==> config.mk <==
export PLATFORM = sky130hd
export DESIGN_NAME = alu_arbiter
export DESIGN_NICKNAME = d
export VERILOG_FILES = /design/src/rtl/alu_arbiter.sv
export SDC_FILE = /design/constraint.sdc
export NUM_CORES = 1
export LEC_CHECK = 0
export ABC_AREA = 1
export CAP_MARGIN = 20
export CORE_MARGIN = 2
export CORE_UTILIZATION = 32
export DETAILED_ROUTE_END_ITERATION = 8
export PLACE_DENSITY = 0.64
export SETUP_SLACK_MARGIN = 0.05
export SYNTH_ARGS = -nofsm -noshare
export SYNTH_HDL_FRONTEND = slang
export SYNTH_SLANG_ARGS = --single-unit
==> constraint.sdc <==
create_clock -name clk -period 1.9 [get_ports clk]
set_clock_uncertainty 0.15 [all_clocks]
set_input_delay 0.285 -clock clk [delete_from_list [all_inputs] [get_ports clk]]
set_output_delay 0.285 -clock clk [all_outputs]
set_load 0.02 [all_outputs]
==> src/rtl/alu_arbiter.sv <==
// Round-robin arbiter sharing one combinational ALU between two valid/ready requesters.
// Operands are registered, the ALU settles for one cycle, and the result returns on the winner's channel.
module alu_arbiter #(
    parameter int WIDTH = 16,
    parameter int OPW   = 5
) (
    input  logic             clk,
    input  logic             rst_n,
    input  logic             req0_valid,
    output logic             req0_ready,
    input  logic [OPW-1:0]   req0_op,
    input  logic [WIDTH-1:0] req0_x,
    input  logic [WIDTH-1:0] req0_y,
    input  logic             req1_valid,
    output logic             req1_ready,
    input  logic [OPW-1:0]   req1_op,
    input  logic [WIDTH-1:0] req1_x,
    input  logic [WIDTH-1:0] req1_y,
    output logic             resp0_valid,
    input  logic             resp0_ready,
    output logic             resp1_valid,
    input  logic             resp1_ready,
    output logic [WIDTH-1:0] resp_z,
    output logic [OPW-1:0]   alu_op,
    output logic [WIDTH-1:0] alu_x,
    output logic [WIDTH-1:0] alu_y,
    input  logic [WIDTH-1:0] alu_z,
    output logic             busy
);

    typedef enum logic [1:0] {
        ST_IDLE = 2'd0,
        ST_EXEC = 2'd1,
        ST_RESP = 2'd2
    } state_t;

    state_t           state_r;
    logic             owner_r;
    logic             last_grant_r;
    logic [OPW-1:0]   alu_op_r;
    logic [WIDTH-1:0] alu_x_r;
    logic [WIDTH-1:0] alu_y_r;
    logic [WIDTH-1:0] resp_z_r;
    logic             resp0_valid_r;
    logic             resp1_valid_r;
    logic             busy_r;

    logic             grant0_s;
    logic             grant1_s;
    logic             idle_s;
    logic             owner_ready_s;

    // Round-robin grant: on a tie the requester that did not win last time goes first.
    always_comb begin
        grant0_s = 1'b0;
        grant1_s = 1'b0;
        if (req0_valid && req1_valid) begin
            if (last_grant_r) begin
                grant0_s = 1'b1;
            end else begin
                grant1_s = 1'b1;
            end
        end else if (req0_valid) begin
            grant0_s = 1'b1;
        end else if (req1_valid) begin
            grant1_s = 1'b1;
        end else begin
            grant0_s = 1'b0;
            grant1_s = 1'b0;
        end
    end

    // Ready is suppressed while reset is held so every output reads 0 during reset.
    assign idle_s        = (state_r == ST_IDLE) && rst_n;
    assign req0_ready    = idle_s & grant0_s;
    assign req1_ready    = idle_s & grant1_s;
    assign owner_ready_s = owner_r ? resp1_ready : resp0_ready;

    // Control FSM with operand, result and response-valid registers.
    always_ff @(posedge clk or negedge rst_n) begin
        if (!rst_n) begin
            state_r       <= ST_IDLE;
            owner_r       <= 1'b0;
            last_grant_r  <= 1'b1;
            alu_op_r      <= {OPW{1'b0}};
            alu_x_r       <= {WIDTH{1'b0}};
            alu_y_r       <= {WIDTH{1'b0}};
            resp_z_r      <= {WIDTH{1'b0}};
            resp0_valid_r <= 1'b0;
            resp1_valid_r <= 1'b0;
            busy_r        <= 1'b0;
        end else begin
            case (state_r)
                ST_IDLE: begin
                    if (req1_ready) begin
                        alu_op_r     <= req1_op;
                        alu_x_r      <= req1_x;
                        alu_y_r      <= req1_y;
                        owner_r      <= 1'b1;
                        last_grant_r <= 1'b1;
                        state_r      <= ST_EXEC;
                        busy_r       <= 1'b1;
                    end else if (req0_ready) begin
                        alu_op_r     <= req0_op;
                        alu_x_r      <= req0_x;
                        alu_y_r      <= req0_y;
                        owner_r      <= 1'b0;
                        last_grant_r <= 1'b0;
                        state_r      <= ST_EXEC;
                        busy_r       <= 1'b1;
                    end else begin
                        state_r      <= ST_IDLE;
                    end
                end
                ST_EXEC: begin
                    resp_z_r      <= alu_z;
                    resp0_valid_r <= ~owner_r;
                    resp1_valid_r <= owner_r;
                    state_r       <= ST_RESP;
                end
                ST_RESP: begin
                    if (owner_ready_s) begin
                        resp0_valid_r <= 1'b0;
                        resp1_valid_r <= 1'b0;
                        busy_r        <= 1'b0;
                        state_r       <= ST_IDLE;
                    end else begin
                        state_r       <= ST_RESP;
                    end
                end
                default: begin
                    resp0_valid_r <= 1'b0;
                    resp1_valid_r <= 1'b0;
                    busy_r        <= 1'b0;
                    state_r       <= ST_IDLE;
                end
            endcase
        end
    end

    assign alu_op      = alu_op_r;
    assign alu_x       = alu_x_r;
    assign alu_y       = alu_y_r;
    assign resp_z      = resp_z_r;
    assign resp0_valid = resp0_valid_r;
    assign resp1_valid = resp1_valid_r;
    assign busy        = busy_r;

endmodule

---- Word-level counts from Yosys, hierarchy flattened ----
Index checks and enable logic that the tools add are counted.
Widths: inputs -> output; s select.
word-level totals
  flip-flop bits (word level) ............. 60
  input bits .............................. 96
  output and inout bits ................... 58
  word-level logic and storage cells ...... 52
cells by class
  equal/unequal tests ..................... 4
  multiplexer cells ....................... 26
  bitwise logic cells ..................... 5
  reductions and logical operators ........ 7
operators by type and width
  cell                number
  $mux 16             4
  $mux 1              15
  $mux 5              2
  $pmux 1 s3          3
  $pmux 2 s3          1
  $reduce_and 2->1    2
  $ne 3x3->1 const B  1
  $not 1->1           3
  $reduce_and 3->1    1
  $and 1x1->1         2
  $eq 2x1->1 const B  1
  $eq 2x2->1 const B  1
  $logic_and 1x1->1   2
  $logic_not 2->1     1
  $mux 2              1
  $ne 2x2->1 const B  1
  $reduce_bool 2->1   1

---- Depth between registers and ports, before layout ----
Gate-level depths: netlist of run 1.
  depth in word-level cells ............... 6
  mapped depth ............................ 8
  depth with buffers taken out ............ 7

---- Least setup slack after synthesis of run 1 ----
Ideal clock, no wire load.
  path kind ............................... register to output
  start ................................... register state_r[1]
  end ..................................... output req1_ready
  data arrival time ....................... 1031 ps
  slack ................................... 434 ps
  cell stages (with the launch flop) ...... 7
  path buffers ............................ 1
  path through ............................ dfrtp_1 inv_2 nand2_1 nor2_2 nand2_1 buf_2 inv_1
on the way
  word-level cells in the longest chain between the ends .. 3
RTL lines
  item                      line  RTL
  start: declaration        37    state_t state_r;
  start signal: assignment  82    state_r <= ST_IDLE;
  start signal: assignment  101   state_r <= ST_EXEC;
  start signal: assignment  109   state_r <= ST_EXEC;
  $logic_not 2->1           74    assign idle_s = (state_r == ST_IDLE) && rst_n;
  $logic_and 1x1->1         74
  $and 1x1->1               76    assign req1_ready = idle_s & grant1_s;
  end: declaration          15    output logic req1_ready,
Every way passes these cells.

---- Final worst setup path of run 1 ----
  start ................................... register state_r[0]
  end ..................................... output req1_ready
Same word-level chain as after synthesis.

==> impl_metrics.json, run 1 <==
{
  "critPathRequiredTime_ns": 1.46,
  "synth_cells": 421,
  "path_clk_slew_ns": 0.07,
  "cts_tree": "yes",
  "ys_types": 16,
  "synth_warnings": 0,
  "peakVddDrop_mv": 0.833,
  "fp.dieH_um": 102,
  "setup_slack_ns": 0.144,
  "place_ws_ns": -0.235,
  "via_count": 3097,
  "antenna_found_initial": 0,
  "final_common_cell": "nand2_1",
  "utilization": 0.538,
  "clock_latency_ns": 0.33,
  "grt_use_total": 0.181,
  "boundaryPins": 154,
  "place_hpwl_mm": 6.29,
  "status": "complete, no violations",
  "gp_congestion": 0.750,
  "final_cell_mix": "nand2_1 (167), clkdlybuf4s50_1 (150), inv_1 (80)",
  "grt_pass1_wl_mm": 14.8,
  "cp-end-kind": "primary output",
  "wl_per_cell_um": 12.4,
  "grt_start_max_net_pins": 40,
  "clock.fmax_mhz": 569,
  "ys_ff_latch": 60,
  "post-cts-setup-buffers": 0,
  "nets": 673,
  "slew_viol_final": 0,
  "grt_overflow": 0,
  "p_per_area_mw_per_mm2": 1410,
  "post-route-min-period_ns": 1.76,
  "path_class": "flip-flop to primary output",
  "syn_nets": 517,
  "cts-root-buf": "clkbuf_8",
  "core_area_mm2": 0.00928,
  "htreeDepth": 3,
  "rsz0062_at_grt": "no",
  "cts_buffer_depth": 2,
  "clock-sinks": 60,
  "cap_violations": 0,
  "vias_per_cell": 4.36,
  "start_kind": "flip-flop",
  "ant_nets": 0,
  "drt_first_pass_iters": 4,
  "arrival_ns": 1.32,
  "wl_mm": 8.80,
  "port-buffer-count": 153,
  "initialDrtViolationCount": 62,
  "p_leak_nw": 2.62,
  "avgSynthCellArea_um2": 7.32,
  "antenna_cells": 0,
  "ys_seq_area_frac": 0.488,
  "tightest_slew_ns": 0.464,
  "holdWs_ns": 0.325,
  "start_util": 0.332,
  "fp-row-count": 35,
  "worstPathMaxFanout": 3,
  "die_x_um": 102,
  "slew_headroom": 0.690,
  "total_power_mw": 7.03,
  "synth_area_mm2": 0.00308,
  "drc": 0,
  "area_growth_pct": 62.0,
  "dieArea_mm2": 0.0104,
  "setup_viol": 0,
  "timing.final.crit_share": 0.924,
  "finalHoldViolCount": 0,
  "numCtsBuffers": 9,
  "grt_pass1_vias": 3123,
  "drive_gt1_frac": 0.0773,
  "hold_path.class": "flip-flop to flip-flop"
}
-- Yosys cell counts --
| library cell | n | share of area |
|---|---|---|
| buf_4 | 6 | 0.015 |
| nand3_1 | 74 | 0.12 |
| dfstp_2 | 1 | 0.0085 |
| nand2_1 | 167 | 0.20 |
| nand3_2 | 2 | 0.0065 |
| inv_2 | 3 | 0.0037 |
| o21ai_0 | 5 | 0.0081 |
| nand2_4 | 1 | 0.0037 |
| a21oi_2 | 1 | 0.0028 |
| a21oi_1 | 3 | 0.0049 |
| dfrtp_1 | 59 | 0.48 |
| inv_4 | 1 | 0.0020 |
| inv_1 | 80 | 0.097 |
| nor2_2 | 3 | 0.0061 |
| buf_2 | 8 | 0.013 |
| buf_6 | 7 | 0.026 |
-- report_power, final --
part / internal (mW) / switching, mW
combinational: 1.61 / 1.91
clock: 0.747 / 0.490
sequential: 1.90 / 0.361
total: 4.26 / 2.76
-- registers in the layout, indices dropped and copies added, names as in the netlist, 2 cells and up --
name / flops
alu_y: 16
state_r: 2
alu_op: 5
resp_z: 16
alu_x: 16
-- stage by stage --
stage	std cells	TNS, ns	area (µm²)
after detailed placement	693	-1.50	4740
after global routing	711	0	4990
after global placement	693	-0.419	4740
after floorplan	421	0	3080
after CTS	711	0	4990
final	711	0	4990
-- final timing paths --
path	from	to	slack [ns]	cells past startpoint
worst min register to register	resp_z[9]	resp_z[9]	0.32	2
max in group asynchronous	rst_n	state_r[0]	0.79	3
min in group asynchronous	rst_n	resp_z[3]	0.49	3
worst max-delay path	state_r[0]	req1_ready	0.14	6
worst min-delay path	resp_z[9]	resp_z[9]	0.32	2
worst max register to register	state_r[0]	alu_y[1]	0.21	7
-- final cells by class --
class	instances	area, µm²
Clock buffer	13	179
Clock inverter	3	42.5
Fill cell	882	4290
Inverter	84	320
Multi-Input combinational cell	256	1110
Sequential cell	60	1510
Tap cell	129	161
Timing Repair Buffer	166	1670
-- worst max-delay path: stages (launching register included) --
cell     delay (ns)
dfrtp_2        0.44
inv_2          0.07
nand2_1        0.10
nor2_4         0.11
nand2_1        0.08
inv_1          0.06
buf_4          0.13
-- what timing repair did --
item,4_1_cts,5_1_grt
gates resized for setup,9,4
hold buffers,2,0
hold endpoints to repair,59,0
endpoints found under the setup margin,2,6
-- kinds of logic after synthesis --
| logic type | Yosys count | synth area share |
|---|---|---|
| buffers and inverters | 105 | 0.156 |
| DFF | 60 | 0.488 |
| and+or+nand+nor | 247 | 0.340 |
| AOI/OAI and AO/OA | 9 | 0.0158 |
-- layer usage --
layer  global-route usage  up-vias  part of all wire
met3               0.0711       11              0.11
met2                0.295      110              0.44
met4               0.0615        0             0.014
li1                     -     1567                 -
met5                    0        -                 0
met1                0.219     1409              0.44
Power figures use the tool's default switching activity.
==> run 2: changes to the inputs <==
==> constraint.sdc (replaced) <==
create_clock -name clk -period 1.7 [get_ports clk]
set_clock_uncertainty 0.15 [all_clocks]
set_input_delay 0.255 -clock clk [delete_from_list [all_inputs] [get_ports clk]]
set_output_delay 0.255 -clock clk [all_outputs]
set_load 0.02 [all_outputs]
==> impl_metrics.json, run 2 (synthesis results as in run 1) <==
{
  "status": "complete, no violations",
  "wl_per_cell_um": 12.4,
  "final.fill_count": 934,
  "finalHoldViolCount": 0,
  "place_ws_ns": -0.373,
  "die_x_um": 102,
  "finalSetupTns_ns": 0,
  "grt_pass1_wl_mm": 15.0,
  "initialDrtViolationCount": 81,
  "slew_viol_final": 0,
  "tightest_slew_ns": 0.424,
  "cts_tree": "yes",
  "crit_family": "flip-flops",
  "final_cell_mix": "nand2_1 (165), clkdlybuf4s50_1 (94), inv_1 (79)",
  "place_hpwl_mm": 6.37,
  "wl_mm": 8.90,
  "fp-row-count": 35,
  "hold_path.class": "input port to flip-flop",
  "setup_slack_ns": 0.00697,
  "dp.cells": 695,
  "core_area_mm2": 0.00928,
  "design_area_mm2": 0.00499,
  "gp_congestion": 0.750,
  "antenna_cells": 0,
  "drive_gt1_frac": 0.0852,
  "ant_nets": 0,
  "p_leak_nw": 2.77,
  "drc": 0,
  "crit_chain": "nor2_4, nand3_2, a21oi_2, buf_4",
  "drt_first_pass_iters": 4,
  "cts_buffer_depth": 2,
  "clock.fmax_mhz": 591,
  "slowest_stage": "dfrtp_2",
  "start_kind": "flip-flop",
  "grt_pass1_vias": 3261,
  "start_util": 0.332,
  "area_growth_pct": 61.9,
  "numCtsBuffers": 9,
  "boundaryPins": 154,
  "peakVddDrop_mv": 0.832,
  "p_per_area_mw_per_mm2": 1510,
  "vias_per_cell": 4.39,
  "via_count": 3142,
  "utilization": 0.537,
  "arrival_ns": 1.29,
  "critPathRequiredTime_ns": 1.29,
  "nets": 678,
  "instances_no_fill": 716,
  "clock-sinks": 60,
  "fp.dieH_um": 102,
  "port-buffer-count": 153,
  "timing.final.crit_share": 0.996,
  "crit_buf_inv": 1,
  "worstPathMaxFanout": 3,
  "cts-root-buf": "clkbuf_8",
  "cp-end-kind": "primary output",
  "grt_start_max_net_pins": 40,
  "path_clk_slew_ns": 0.07,
  "total_power_mw": 7.51,
  "slew_headroom": 0.717,
  "grt_overflow": 0,
  "dpl-instance-area_mm2": 0.00475,
  "final_common_cell": "nand2_1",
  "cap_violations": 0,
  "path_class": "flip-flop to primary output",
  "antenna_found_initial": 0,
  "rsz0062_at_grt": "yes",
  "max_stage_delay_ns": 0.44,
  "grt_use_total": 0.182,
  "holdWs_ns": 0.310,
  "clock_latency_ns": 0.33,
  "htreeDepth": 3,
  "post-route-min-period_ns": 1.69,
  "dieArea_mm2": 0.0104,
  "setup_viol": 0
}
-- run 2: per-layer routing --
layer,GRT usage,up-vias,wire [µm]
li1,-,1583,-
met1,0.218,1433,3880
met2,0.298,119,3950
met3,0.0732,7,973
met4,0.0646,0,90
met5,0,-,0
-- run 2: power by group --
part,internal (mW),switching (mW),total [mW]
sequential,2.12,0.364,2.49
clock,0.865,0.550,1.41
combinational,1.41,2.19,3.60
total,4.40,3.10,7.51
-- run 2: worst paths after layout --
| kind | from | to | slack, ns | cells after the start |
|---|---|---|---|---|
| worst max register to register | state_r[0] | alu_y[13] | 0.14 | 7 |
| worst min register to register | resp_z[3] | resp_z[3] | 0.32 | 2 |
| worst min-delay path | alu_z[3] | resp_z[3] | 0.31 | 3 |
| min in group asynchronous | rst_n | state_r[0] | 0.42 | 3 |
| worst max-delay path | state_r[1] | req0_ready | 0.007 | 4 |
| max in group asynchronous | rst_n | state_r[1] | 0.66 | 3 |
-- run 2: repair_timing --
action | CTS | global route
hold buffers | 3 | 0
pin swaps | 1 | 1
endpoints found under the setup margin | 87 | 39
buffers inserted | 1 | 1
resized for setup | 73 | 5
endpoints found under the hold margin | 59 | 0
-- run 2: layout make-up --
cell class	instances	area (µm²)	area share
clock buffers	12	145	0.0291
clock inverters	4	72.6	0.0146
multi-input cells	256	1130	0.226
flip-flops and latches	60	1500	0.302
repair buffers	171	1660	0.332
inverters	84	320	0.0642
well taps	129	161	0.0324
-- run 2: worst register-to-register path, stage by stage (launching register included) --
cell and delay, ns:
dfrtp_1 0.43, inv_2 0.10, nand2_4 0.06, nor2_4 0.11, buf_6 0.28, nand3_1 0.14
nand3_1 0.11, nand2_1 0.05
==> run 3: changes to the inputs <==
--- a/config.mk
+++ b/config.mk
@@ -8,9 +8,9 @@
 export ABC_AREA = 1
 export CAP_MARGIN = 20
 export CORE_MARGIN = 2
-export CORE_UTILIZATION = 32
+export CORE_UTILIZATION = 40
 export DETAILED_ROUTE_END_ITERATION = 8
-export PLACE_DENSITY = 0.64
+export PLACE_DENSITY = 0.78
 export SETUP_SLACK_MARGIN = 0.05
 export SYNTH_ARGS = -nofsm -noshare
 export SYNTH_HDL_FRONTEND = slang
==> impl_metrics.json, run 3 (synthesis results as in run 1) <==
{
  "p_per_area_mw_per_mm2": 1510,
  "dieArea_mm2": 0.00842,
  "htreeDepth": 3,
  "cts_tree": "yes",
  "port-buffer-count": 153,
  "antenna_cells": 0,
  "finalHoldViolCount": 0,
  "cp-end-kind": "primary output",
  "wl_per_cell_um": 12.8,
  "crit_chain": "inv_2, nand2_2, nor2_4, nand2_2, inv_1, buf_6",
  "clock_latency_ns": 0.33,
  "fp-row-count": 31,
  "regToRegEndpoint": "alu_x[3]",
  "combPwrFrac": 0.479,
  "worstPathMaxFanout": 4,
  "crit_path_end": "req1_ready",
  "drive_gt1_frac": 0.0833,
  "start_kind": "flip-flop",
  "clock.fmax_mhz": 595,
  "start_util": 0.418,
  "final_common_cell": "nand2_1",
  "crit_family": "flip-flops",
  "grt_use_total": 0.210,
  "area_growth_pct": 59.1,
  "ant_nets": 0,
  "hold_path.class": "input port to flip-flop",
  "grt_start_max_net_pins": 40,
  "slew_headroom": 0.466,
  "crit_buf_inv": 3,
  "post-route-min-period_ns": 1.68,
  "clock-sinks": 60,
  "p_clk_frac": 0.185,
  "gp_congestion": 0.718,
  "antenna_found_initial": 0,
  "slew_viol_final": 0,
  "slowest_stage": "dfrtp_1",
  "tightest_slew_ns": 0.798,
  "p_seq_frac": 0.336,
  "cts-root-buf": "clkbuf_8",
  "setup_viol": 0,
  "r2r_slack_ns": 0.07,
  "final.fill_count": 661,
  "arrival_ns": 1.28,
  "p_leak_nw": 2.76,
  "dpl-instance-area_mm2": 0.00469,
  "drc": 0,
  "startpoint": "state_r[1]",
  "die_x_um": 91.8,
  "drt_first_pass_iters": 6,
  "timing.final.crit_share": 0.989,
  "worstReg2RegStart": "last_grant_r",
  "via_count": 3140,
  "rr_worst_depth": 6,
  "fp.dieH_um": 91.8,
  "rsz0062_at_grt": "yes",
  "path_clk_slew_ns": 0.07,
  "path_class": "flip-flop to primary output",
  "boundaryPins": 154,
  "p_switching_mw": 3.07,
  "finalSetupTns_ns": 0,
  "place_hpwl_mm": 6.22,
  "setup_slack_ns": 0.0187,
  "wl_mm": 8.78,
  "place_ws_ns": -0.415,
  "grt_pass1_vias": 3027,
  "nets": 680,
  "peakVddDrop_mv": 0.781,
  "p_int_mw": 4.31,
  "vias_per_cell": 4.57,
  "max_stage_delay_ns": 0.43,
  "cap_violations": 0,
  "cp.depth": 6,
  "status": "complete, no violations",
  "grt_overflow": 0,
  "cts_buffer_depth": 2,
  "crit_top_cell": "nand2_2",
  "switching_share": 0.416,
  "final_cell_mix": "nand2_1 (165), clkdlybuf4s50_1 (94), inv_1 (80)",
  "initialDrtViolationCount": 87,
  "design_area_mm2": 0.00490,
  "numCtsBuffers": 9,
  "critPathRequiredTime_ns": 1.29,
  "core_area_mm2": 0.00737,
  "grt_pass1_wl_mm": 14.1
}
## run 3: cell types whose count changed in the layout (fill, tap and decap cells not counted), sizes merged
cell,delta
clkinv,+1
dlygate4sd3,+1
buf,+1
clkbuf,-2
## run 3: how the worst min path moves through the flow
stage	start	endpoint	depth (start not counted)	slack [ns]
floorplan	rst_n	alu_op[0]	0	-0.19
global placement	rst_n	busy	2	0.12
detailed placement	rst_n	state_r[1]	2	0.12
CTS	alu_z[14]	resp_z[14]	3	0.29
global route	alu_z[1]	resp_z[1]	3	0.30
finish	alu_z[14]	resp_z[14]	3	0.31
## run 3: layer usage
layer | routed length, µm | share of wire | global-route usage | up-vias
met3 | 867 | 0.099 | 0.0855 | 9
met4 | 99 | 0.011 | 0.0585 | 0
li1 | - | - | - | 1582
met1 | 3620 | 0.41 | 0.249 | 1432
met5 | 0 | 0 | 0 | -
met2 | 4190 | 0.48 | 0.354 | 117
## run 3: layout make-up
| class | instances | area (µm²) | area share |
|---|---|---|---|
| multi-input combinational | 256 | 1120 | 0.228 |
| clock inverter | 5 | 77.6 | 0.0158 |
| clock buffer | 10 | 128 | 0.0260 |
| tap | 99 | 124 | 0.0253 |
| sequential | 60 | 1500 | 0.307 |
| inverter | 84 | 318 | 0.0649 |
| timing repair buffer | 173 | 1630 | 0.333 |
## run 3: metrics by stage
step	cells	hold slack (ns)	total power [mW]	utilization
2_1_floorplan	421	-0.191	4.55	-
3_3_place_gp	666	0.119	6.37	0.637
3_5_place_dp	666	0.119	6.47	0.637
4_1_cts	686	0.294	7.44	0.662
5_1_grt	687	0.303	7.90	0.665
6_report	687	0.305	7.39	0.665
## run 3: tightest hold or removal path, stage by stage
cell	delay, ns
clkdlybuf4s50_1	0.39
nand2_1	0.06
nand2_1	0.05
## run 3: repair_timing
item / in CTS / in global routing
pin swaps: 1 / 0
hold buffers: 3 / 0
resized for setup: 69 / 4
hold endpoints to repair: 60 / 0
setup buffers: 2 / 1
endpoints found under the setup margin: 58 / 40
cloned: 0 / 0
## run 3: power by group through the flow
stage	combinational, mW	clock (mW)	sequential, mW
finish	3.54	1.36	2.48
floorplan	1.26	0	3.29
detailed placement	3.96	0	2.52
global placement	3.88	0	2.50
global route	3.87	1.46	2.57
CTS	3.56	1.40	2.48
